$ cat src/rtl/seq_magnitude_comparator_pkg.sv
// ---------------------------------------------------------------------------
// seq_magnitude_comparator_pkg
//   Shared definitions for the sequential magnitude comparator:
//   FSM state encoding, result encoding and a constant clog2 helper used to
//   size the chunk index counter.
// ---------------------------------------------------------------------------
package seq_magnitude_comparator_pkg;

  // FSM state encoding
  localparam logic [0:0] ST_IDLE    = 1'b0;
  localparam logic [0:0] ST_COMPARE = 1'b1;

  // Result encoding, decoded one-hot into the output flags
  localparam logic [1:0] RES_LT = 2'd0;
  localparam logic [1:0] RES_EQ = 2'd1;
  localparam logic [1:0] RES_GT = 2'd2;

  // Ceiling log2 for elaboration-time sizing
  function automatic int clog2(input int value);
    int result;
    result = 0;
    for (int v = value - 1; v > 0; v = v >> 1) begin
      result++;
    end
    return result;
  endfunction

endpackage

$ cat src/rtl/seq_magnitude_comparator_if.sv
// ---------------------------------------------------------------------------
// seq_magnitude_comparator_if
//   Request/result bundle of the sequential magnitude comparator.
//   Request side : start, is_signed, a, b, lt_in, eq_in, gt_in
//   Result side  : busy, done, lt_out, eq_out, gt_out
//   master modport drives requests; slave modport is the comparator.
// ---------------------------------------------------------------------------
interface seq_magnitude_comparator_if
  import seq_magnitude_comparator_pkg::*;
#(
  parameter int WIDTH = 32
);

  logic             start;
  logic             is_signed;
  logic [WIDTH-1:0] a;
  logic [WIDTH-1:0] b;
  logic             lt_in;
  logic             eq_in;
  logic             gt_in;
  logic             busy;
  logic             done;
  logic             lt_out;
  logic             eq_out;
  logic             gt_out;

  modport master (
    output start, is_signed, a, b, lt_in, eq_in, gt_in,
    input  busy, done, lt_out, eq_out, gt_out
  );

  modport slave (
    input  start, is_signed, a, b, lt_in, eq_in, gt_in,
    output busy, done, lt_out, eq_out, gt_out
  );

endinterface

$ cat src/rtl/seq_magnitude_comparator_chunk_compare.sv
// ---------------------------------------------------------------------------
// chunk_compare
//   Combinational unsigned compare of one CHUNK-bit slice. With invert_msb
//   set, both MSBs are flipped first, which turns the top slice of a
//   two's-complement operand into an order-preserving unsigned value.
//   Ports: a, b (slices), invert_msb -> lt, gt
// ---------------------------------------------------------------------------
module chunk_compare #(
  parameter int CHUNK = 4
) (
  input  logic [CHUNK-1:0] a,
  input  logic [CHUNK-1:0] b,
  input  logic             invert_msb,
  output logic             lt,
  output logic             gt
);

  logic [CHUNK-1:0] flip;
  logic [CHUNK-1:0] a_adj;
  logic [CHUNK-1:0] b_adj;

  always_comb begin
    flip            = '0;
    flip[CHUNK-1]   = invert_msb;
  end

  assign a_adj = a ^ flip;
  assign b_adj = b ^ flip;
  assign lt    = (a_adj < b_adj);
  assign gt    = (a_adj > b_adj);

endmodule

$ cat src/rtl/seq_magnitude_comparator.sv
// ---------------------------------------------------------------------------
// seq_magnitude_comparator
//   Multi-cycle magnitude comparator. Scans the captured operands MSB-first,
//   CHUNK bits per cycle, stopping at the first unequal chunk. Fully equal
//   operands resolve through the captured cascade inputs (gt_in over lt_in,
//   else EQ), keeping the classic LT/EQ/GT chaining contract.
//   Ports: clk, rst_n (synchronous, active-low), bus (slave modport).
// ---------------------------------------------------------------------------
module seq_magnitude_comparator
  import seq_magnitude_comparator_pkg::*;
#(
  parameter int WIDTH = 32,
  parameter int CHUNK = 4
) (
  input  logic                         clk,
  input  logic                         rst_n,
  seq_magnitude_comparator_if.slave    bus
);

  localparam int N   = WIDTH / CHUNK;
  localparam int K_W = (N > 1) ? clog2(N) : 1;
  localparam logic [K_W-1:0] K_TOP = K_W'(N - 1);

  logic [0:0]       state;
  logic [WIDTH-1:0] a_q;
  logic [WIDTH-1:0] b_q;
  logic             signed_q;
  logic             lt_in_q;
  logic             gt_in_q;
  logic [K_W-1:0]   k;
  logic             done_q;
  logic             lt_q;
  logic             eq_q;
  logic             gt_q;

  logic [CHUNK-1:0] chunk_a;
  logic [CHUNK-1:0] chunk_b;
  logic             invert_msb;
  logic             chunk_lt;
  logic             chunk_gt;
  logic             resolved;
  logic [1:0]       res_next;
  logic             eq_in_unused;

  // The equal-operand outcome ignores eq_in; it exists only for chain compatibility.
  assign eq_in_unused = bus.eq_in;

  assign chunk_a    = a_q[int'(k) * CHUNK +: CHUNK];
  assign chunk_b    = b_q[int'(k) * CHUNK +: CHUNK];
  // Only the top chunk holds the sign bit.
  assign invert_msb = signed_q && (k == K_TOP);

  chunk_compare #(
    .CHUNK (CHUNK)
  ) u_chunk_compare (
    .a          (chunk_a),
    .b          (chunk_b),
    .invert_msb (invert_msb),
    .lt         (chunk_lt),
    .gt         (chunk_gt)
  );

  // A chunk difference decides immediately; an all-equal scan falls back on the cascade inputs.
  assign resolved = chunk_lt || chunk_gt || (k == '0);

  always_comb begin
    res_next = RES_EQ;
    if (chunk_gt) begin
      res_next = RES_GT;
    end else if (chunk_lt) begin
      res_next = RES_LT;
    end else if (gt_in_q) begin
      res_next = RES_GT;
    end else if (lt_in_q) begin
      res_next = RES_LT;
    end
  end

  // FSM, capture registers, chunk counter and result flags.
  // done_q defaults low each edge so it is a single-cycle pulse.
  always_ff @(posedge clk) begin
    if (!rst_n) begin
      state    <= ST_IDLE;
      a_q      <= '0;
      b_q      <= '0;
      signed_q <= 1'b0;
      lt_in_q  <= 1'b0;
      gt_in_q  <= 1'b0;
      k        <= '0;
      done_q   <= 1'b0;
      lt_q     <= 1'b0;
      eq_q     <= 1'b0;
      gt_q     <= 1'b0;
    end else begin
      done_q <= 1'b0;
      case (state)
        ST_IDLE: begin
          if (bus.start) begin
            a_q      <= bus.a;
            b_q      <= bus.b;
            signed_q <= bus.is_signed;
            lt_in_q  <= bus.lt_in;
            gt_in_q  <= bus.gt_in;
            k        <= K_TOP;
            state    <= ST_COMPARE;
          end
        end
        ST_COMPARE: begin
          if (resolved) begin
            lt_q   <= (res_next == RES_LT);
            eq_q   <= (res_next == RES_EQ);
            gt_q   <= (res_next == RES_GT);
            done_q <= 1'b1;
            state  <= ST_IDLE;
          end else begin
            k <= k - 1'b1;
          end
        end
        default: begin
          state <= ST_IDLE;
        end
      endcase
    end
  end

  assign bus.busy   = (state == ST_COMPARE);
  assign bus.done   = done_q;
  assign bus.lt_out = lt_q;
  assign bus.eq_out = eq_q;
  assign bus.gt_out = gt_q;

endmodule
$ cat src/flat_wrapper.sv
// flat-port wrapper written by rule: the top's interface ports become plain ports
module seq_magnitude_comparator_flat import seq_magnitude_comparator_pkg::*;
#(
  parameter int WIDTH = 32,
  parameter int CHUNK = 4
)
  (clk, rst_n, bus_start, bus_is_signed, bus_a, bus_b, bus_lt_in, bus_eq_in, bus_gt_in, bus_busy, bus_done, bus_lt_out, bus_eq_out, bus_gt_out);
  seq_magnitude_comparator_if #(.WIDTH(WIDTH)) bus_i ();
  input  logic clk;
  input  logic rst_n;
  input wire logic [$bits(bus_i.start)-1:0] bus_start;
  input wire logic [$bits(bus_i.is_signed)-1:0] bus_is_signed;
  input wire logic [$bits(bus_i.a)-1:0] bus_a;
  input wire logic [$bits(bus_i.b)-1:0] bus_b;
  input wire logic [$bits(bus_i.lt_in)-1:0] bus_lt_in;
  input wire logic [$bits(bus_i.eq_in)-1:0] bus_eq_in;
  input wire logic [$bits(bus_i.gt_in)-1:0] bus_gt_in;
  output wire logic [$bits(bus_i.busy)-1:0] bus_busy;
  output wire logic [$bits(bus_i.done)-1:0] bus_done;
  output wire logic [$bits(bus_i.lt_out)-1:0] bus_lt_out;
  output wire logic [$bits(bus_i.eq_out)-1:0] bus_eq_out;
  output wire logic [$bits(bus_i.gt_out)-1:0] bus_gt_out;
  assign bus_i.start = bus_start;
  assign bus_i.is_signed = bus_is_signed;
  assign bus_i.a = bus_a;
  assign bus_i.b = bus_b;
  assign bus_i.lt_in = bus_lt_in;
  assign bus_i.eq_in = bus_eq_in;
  assign bus_i.gt_in = bus_gt_in;
  assign bus_busy = bus_i.busy;
  assign bus_done = bus_i.done;
  assign bus_lt_out = bus_i.lt_out;
  assign bus_eq_out = bus_i.eq_out;
  assign bus_gt_out = bus_i.gt_out;
  seq_magnitude_comparator #(.WIDTH(WIDTH), .CHUNK(CHUNK)) u_core (.clk(clk), .rst_n(rst_n), .bus(bus_i));
endmodule
$ cat config.mk
export PLATFORM = sky130hd
export DESIGN_NAME = seq_magnitude_comparator_flat
export DESIGN_NICKNAME = d
export VERILOG_FILES = /design/src/rtl/seq_magnitude_comparator_pkg.sv /design/src/rtl/seq_magnitude_comparator_if.sv /design/src/rtl/seq_magnitude_comparator_chunk_compare.sv /design/src/rtl/seq_magnitude_comparator.sv /design/src/flat_wrapper.sv
export SDC_FILE = /design/constraint.sdc
export NUM_CORES = 1
export LEC_CHECK = 0
export CORE_ASPECT_RATIO = 0.6
export CORE_UTILIZATION = 45
export CTS_CLUSTER_DIAMETER = 150
export DETAILED_ROUTE_END_ITERATION = 7
export PLACE_DENSITY = 0.75
export SYNTH_ARGS = -nofsm -noshare
export SYNTH_HDL_FRONTEND = slang
export SYNTH_HIERARCHICAL = 1
export SYNTH_SLANG_ARGS = --single-unit
$ cat constraint.sdc
create_clock -name clk -period 2.9 [get_ports clk]
set_clock_uncertainty 0.2 [all_clocks]
set_input_delay 0.725 -clock clk [delete_from_list [all_inputs] [get_ports clk]]
set_output_delay 0.725 -clock clk [all_outputs]
set_load 0.05 [all_outputs]
==> flow_metrics.tcl <==
set metrics [dict create \
    worst_slack_ns -0.310 \
    cp.required_ns 2.96 \
    antenna_cells 0 \
    yosys_warnings 6 \
    max_freq_mhz 312 \
    ys_ff_latch 75 \
    drt-total-wl_um 8510 \
    initialDrtViolationCount 179 \
    dp.cells 542 \
    worstSetupPathType "flop to flop" \
    antenna_found_initial 0 \
    start_kind "flop" \
    drive_above_1_share_pct 14.7 \
    hold_viol 0 \
    ir_worst_vdd_mv 0.326 \
    path_delay_family "multiplexers" \
    detail-route-antenna-nets 0 \
    hp-class "flop to flop" \
    grt_max_degree 71 \
    dr.pass1.iters 4 \
    cts_root_buf "clkbuf_16" \
    synthToLayoutAreaGrowth_pct 37.6 \
    slowest_stage "mux4_2" \
    post-route-min-period_ns 3.21 \
    drv_cap 0 \
    vias 2920 \
    dieArea_mm2 0.00784 \
    power.leakage_nw 1.83 \
    status "finished with violations" \
    total_power_mw 3.10 \
    clkLatencyLatePin_ns 0.34 \
    final_util_pct 66.8 \
    grt_pass1_wl_um 13600 \
    wire_per_inst_um 15.1 \
    cts_htree_levels 3 \
    hpwl_um 5790 \
    maxSlewHeadroom_pct 59.4 \
    die_w_um 114 \
    nets 536 \
    crit_path_end_kind "flop" \
    groute.usage.overall_pct 23.3 \
    instances_no_fill 563 \
    viasPerCell 5.19 \
    first_global_vias 2800 \
    start_util_pct 48.5 \
    seq_area_frac_synth_pct 44.6 \
    violations "setup timing" \
    clockBufferDepth 2 \
    finalMaxSlewViolations 0 \
    arrival_ns 3.27 \
    syn_inst 380 \
    crit_fanout 4 \
    synth_fp_nets 458 \
    setup_viol 8 \
    synth_area_mm2 0.00336 \
    path_clk_slew_ns 0.06 \
    tritoncts "yes" \
    place_congestion 0.765 \
    power_density_mw_per_mm2 669 \
    num_io_pins 76 \
    tightestPinTransition_ns 0.608 \
    cp_slowest_stage_delay_ns 0.53 \
    drc 0 \
    io_buffers 74 \
    placementRows 23 \
    min_period_over_period_pct 111 \
    crit_chain "buf_6 > mux4_2 > mux2_4 > xnor2_1 > ha_1 > nand2_2 > o21bai_4 > and2_4 > or2_4 > or4_1 > mux2i_1" \
    die_h_um 69.0 \
    rsz0062_at_grt "yes" \
    cts.sinks 75 \
    grt-ovfl-total 0 \
    avgSynthCellArea_um2 8.85 \
    cp_num_buf_inv 1 \
    synthDistinctLibCells 35 \
    core_region_area_mm2 0.00694 \
    cts_buffers 9 \
]
[cells in the final DEF (no fill, tap or decap), types with 3 or more instances in the layout]
master and n:
nand2_1 139, clkdlybuf4s50_1 74, dfxtp_1 74, a21oi_1 68, buf_4 18, clkbuf_16 9, mux4_2 9, mux2_4 7
mux4_1 7, inv_1 5, ha_1 5, clkinv_2 3, nor2b_1 3, mux2i_1 3
[worst min-delay path, stage by stage (launching register included)]
cell and delay (ns):
dfxtp_1 0.30, nand2_1 0.05, a21oi_1 0.05
[metrics by stage]
step                area, um^2  setup TNS [ns]  hold WS [ns]  setup WS, ns
floorplan                 3370          -0.915         0.232        -0.203
CTS                       4610           -1.13         0.252        -0.223
global route              4630           -1.92         0.270        -0.349
finish                    4630           -1.33         0.252        -0.310
global placement          4250           -1.53         0.238        -0.259
detailed placement        4250           -1.86         0.244        -0.289
[sequential cells by signal (all words and copies together) (netlist names)]
name / cells
u_core/a_q: 32
u_core/b_q: 32
u_core/bus.busy: 1
u_core/bus.done: 1
u_core/bus.eq_out: 1
u_core/bus.gt_out: 1
u_core/bus.lt_out: 1
u_core/gt_in_q: 1
u_core/k: 3
u_core/lt_in_q: 1
u_core/signed_q: 1
[synth_stat cells]
cell | count | area, um^2
xnor2_1 | 1 | 8.76
mux4_2 | 7 | 158
a2bb2oi_1 | 1 | 8.76
o311a_1 | 1 | 10.0
a311oi_1 | 2 | 17.5
mux2_2 | 1 | 11.3
a21bo_2 | 1 | 10.0
and3_1 | 2 | 12.5
nor2b_4 | 1 | 13.8
a21oi_1 | 68 | 340
buf_2 | 8 | 40.0
nor2b_1 | 4 | 25.0
or4_1 | 1 | 7.51
o21bai_1 | 1 | 7.51
nor2_1 | 2 | 7.51
or2_2 | 1 | 6.26
mux4_1 | 9 | 236
o21a_1 | 1 | 7.51
and2_1 | 1 | 6.26
buf_12 | 1 | 20.0
nand2b_1 | 2 | 12.5
o21ai_0 | 2 | 10.0
ha_1 | 7 | 87.6
nand2_1 | 140 | 526
mux2_4 | 7 | 105
clkbuf_1 | 18 | 67.6
inv_1 | 5 | 18.8
xor2_1 | 1 | 8.76
nor3_1 | 1 | 5.00
buf_6 | 1 | 11.3
inv_2 | 1 | 3.75
mux2i_1 | 3 | 30.0
a211oi_1 | 2 | 15.0
nand4_1 | 1 | 6.26
dfxtp_1 | 75 | 1500
[what timing repair did]
item	4_1_cts	5_1_grt
setup endpoints to repair	8	8
hold buffers	0	0
pin swaps	2	0
resized for setup	9	2
buffers inserted	5	0
[layer usage]
layer | GRT usage [%] | wire, um | vias to the layer above
li1 | - | - | 1440
met1 | 30.6 | 4050 | 1373
met2 | 38.0 | 3840 | 98
met3 | 5.94 | 534 | 9
met4 | 7.57 | 83 | 0
met5 | 0 | 0 | -
[path summary, 6_finish.rpt]
kind / start / endpoint / slack, ns / cells after the start
min reg2reg: u_core/a_q[2]$_SDFFE_PN0P_ / u_core/a_q[2]$_SDFFE_PN0P_ / 0.25 / 2
min: u_core/a_q[2]$_SDFFE_PN0P_ / u_core/a_q[2]$_SDFFE_PN0P_ / 0.25 / 2
max reg2reg: u_core/k[0]$_SDFFE_PN0P_ / u_core/bus.eq_out$_SDFFE_PN0P_ / -0.31 / 11
max: u_core/k[0]$_SDFFE_PN0P_ / u_core/bus.eq_out$_SDFFE_PN0P_ / -0.31 / 11
[power breakdown]
| group | total [mW] | switching, mW | internal (mW) | leakage (nW) |
|---|---|---|---|---|
| combinational | 0.831 | 0.394 | 0.438 | 1.07 |
| clock | 1.10 | 0.434 | 0.662 | 0.141 |
| sequential | 1.17 | 0.0573 | 1.11 | 0.617 |
[cell type report]
cell class / instances / area (um^2)
Multi-Input combinational cell: 271 / 1760
Timing Repair Buffer: 95 / 927
Clock buffer: 9 / 225
Inverter: 6 / 22.5
Tap cell: 100 / 125
Sequential cell: 75 / 1510
Fill cell: 590 / 2310
Clock inverter: 7 / 68.8
[kinds of logic (layout without fill, tap and decap cells)]
kind of cell,Yosys count,after routing,share of synthesized area [%]
xor+xnor,2,2,0.521
flops,75,75,44.6
fa+ha+maj,7,7,2.60
buf+inv,34,117,4.80
simple gates,156,156,18.7
compound gates,79,79,12.7
mux,27,27,16.1
Power figures use the tool's default switching activity.
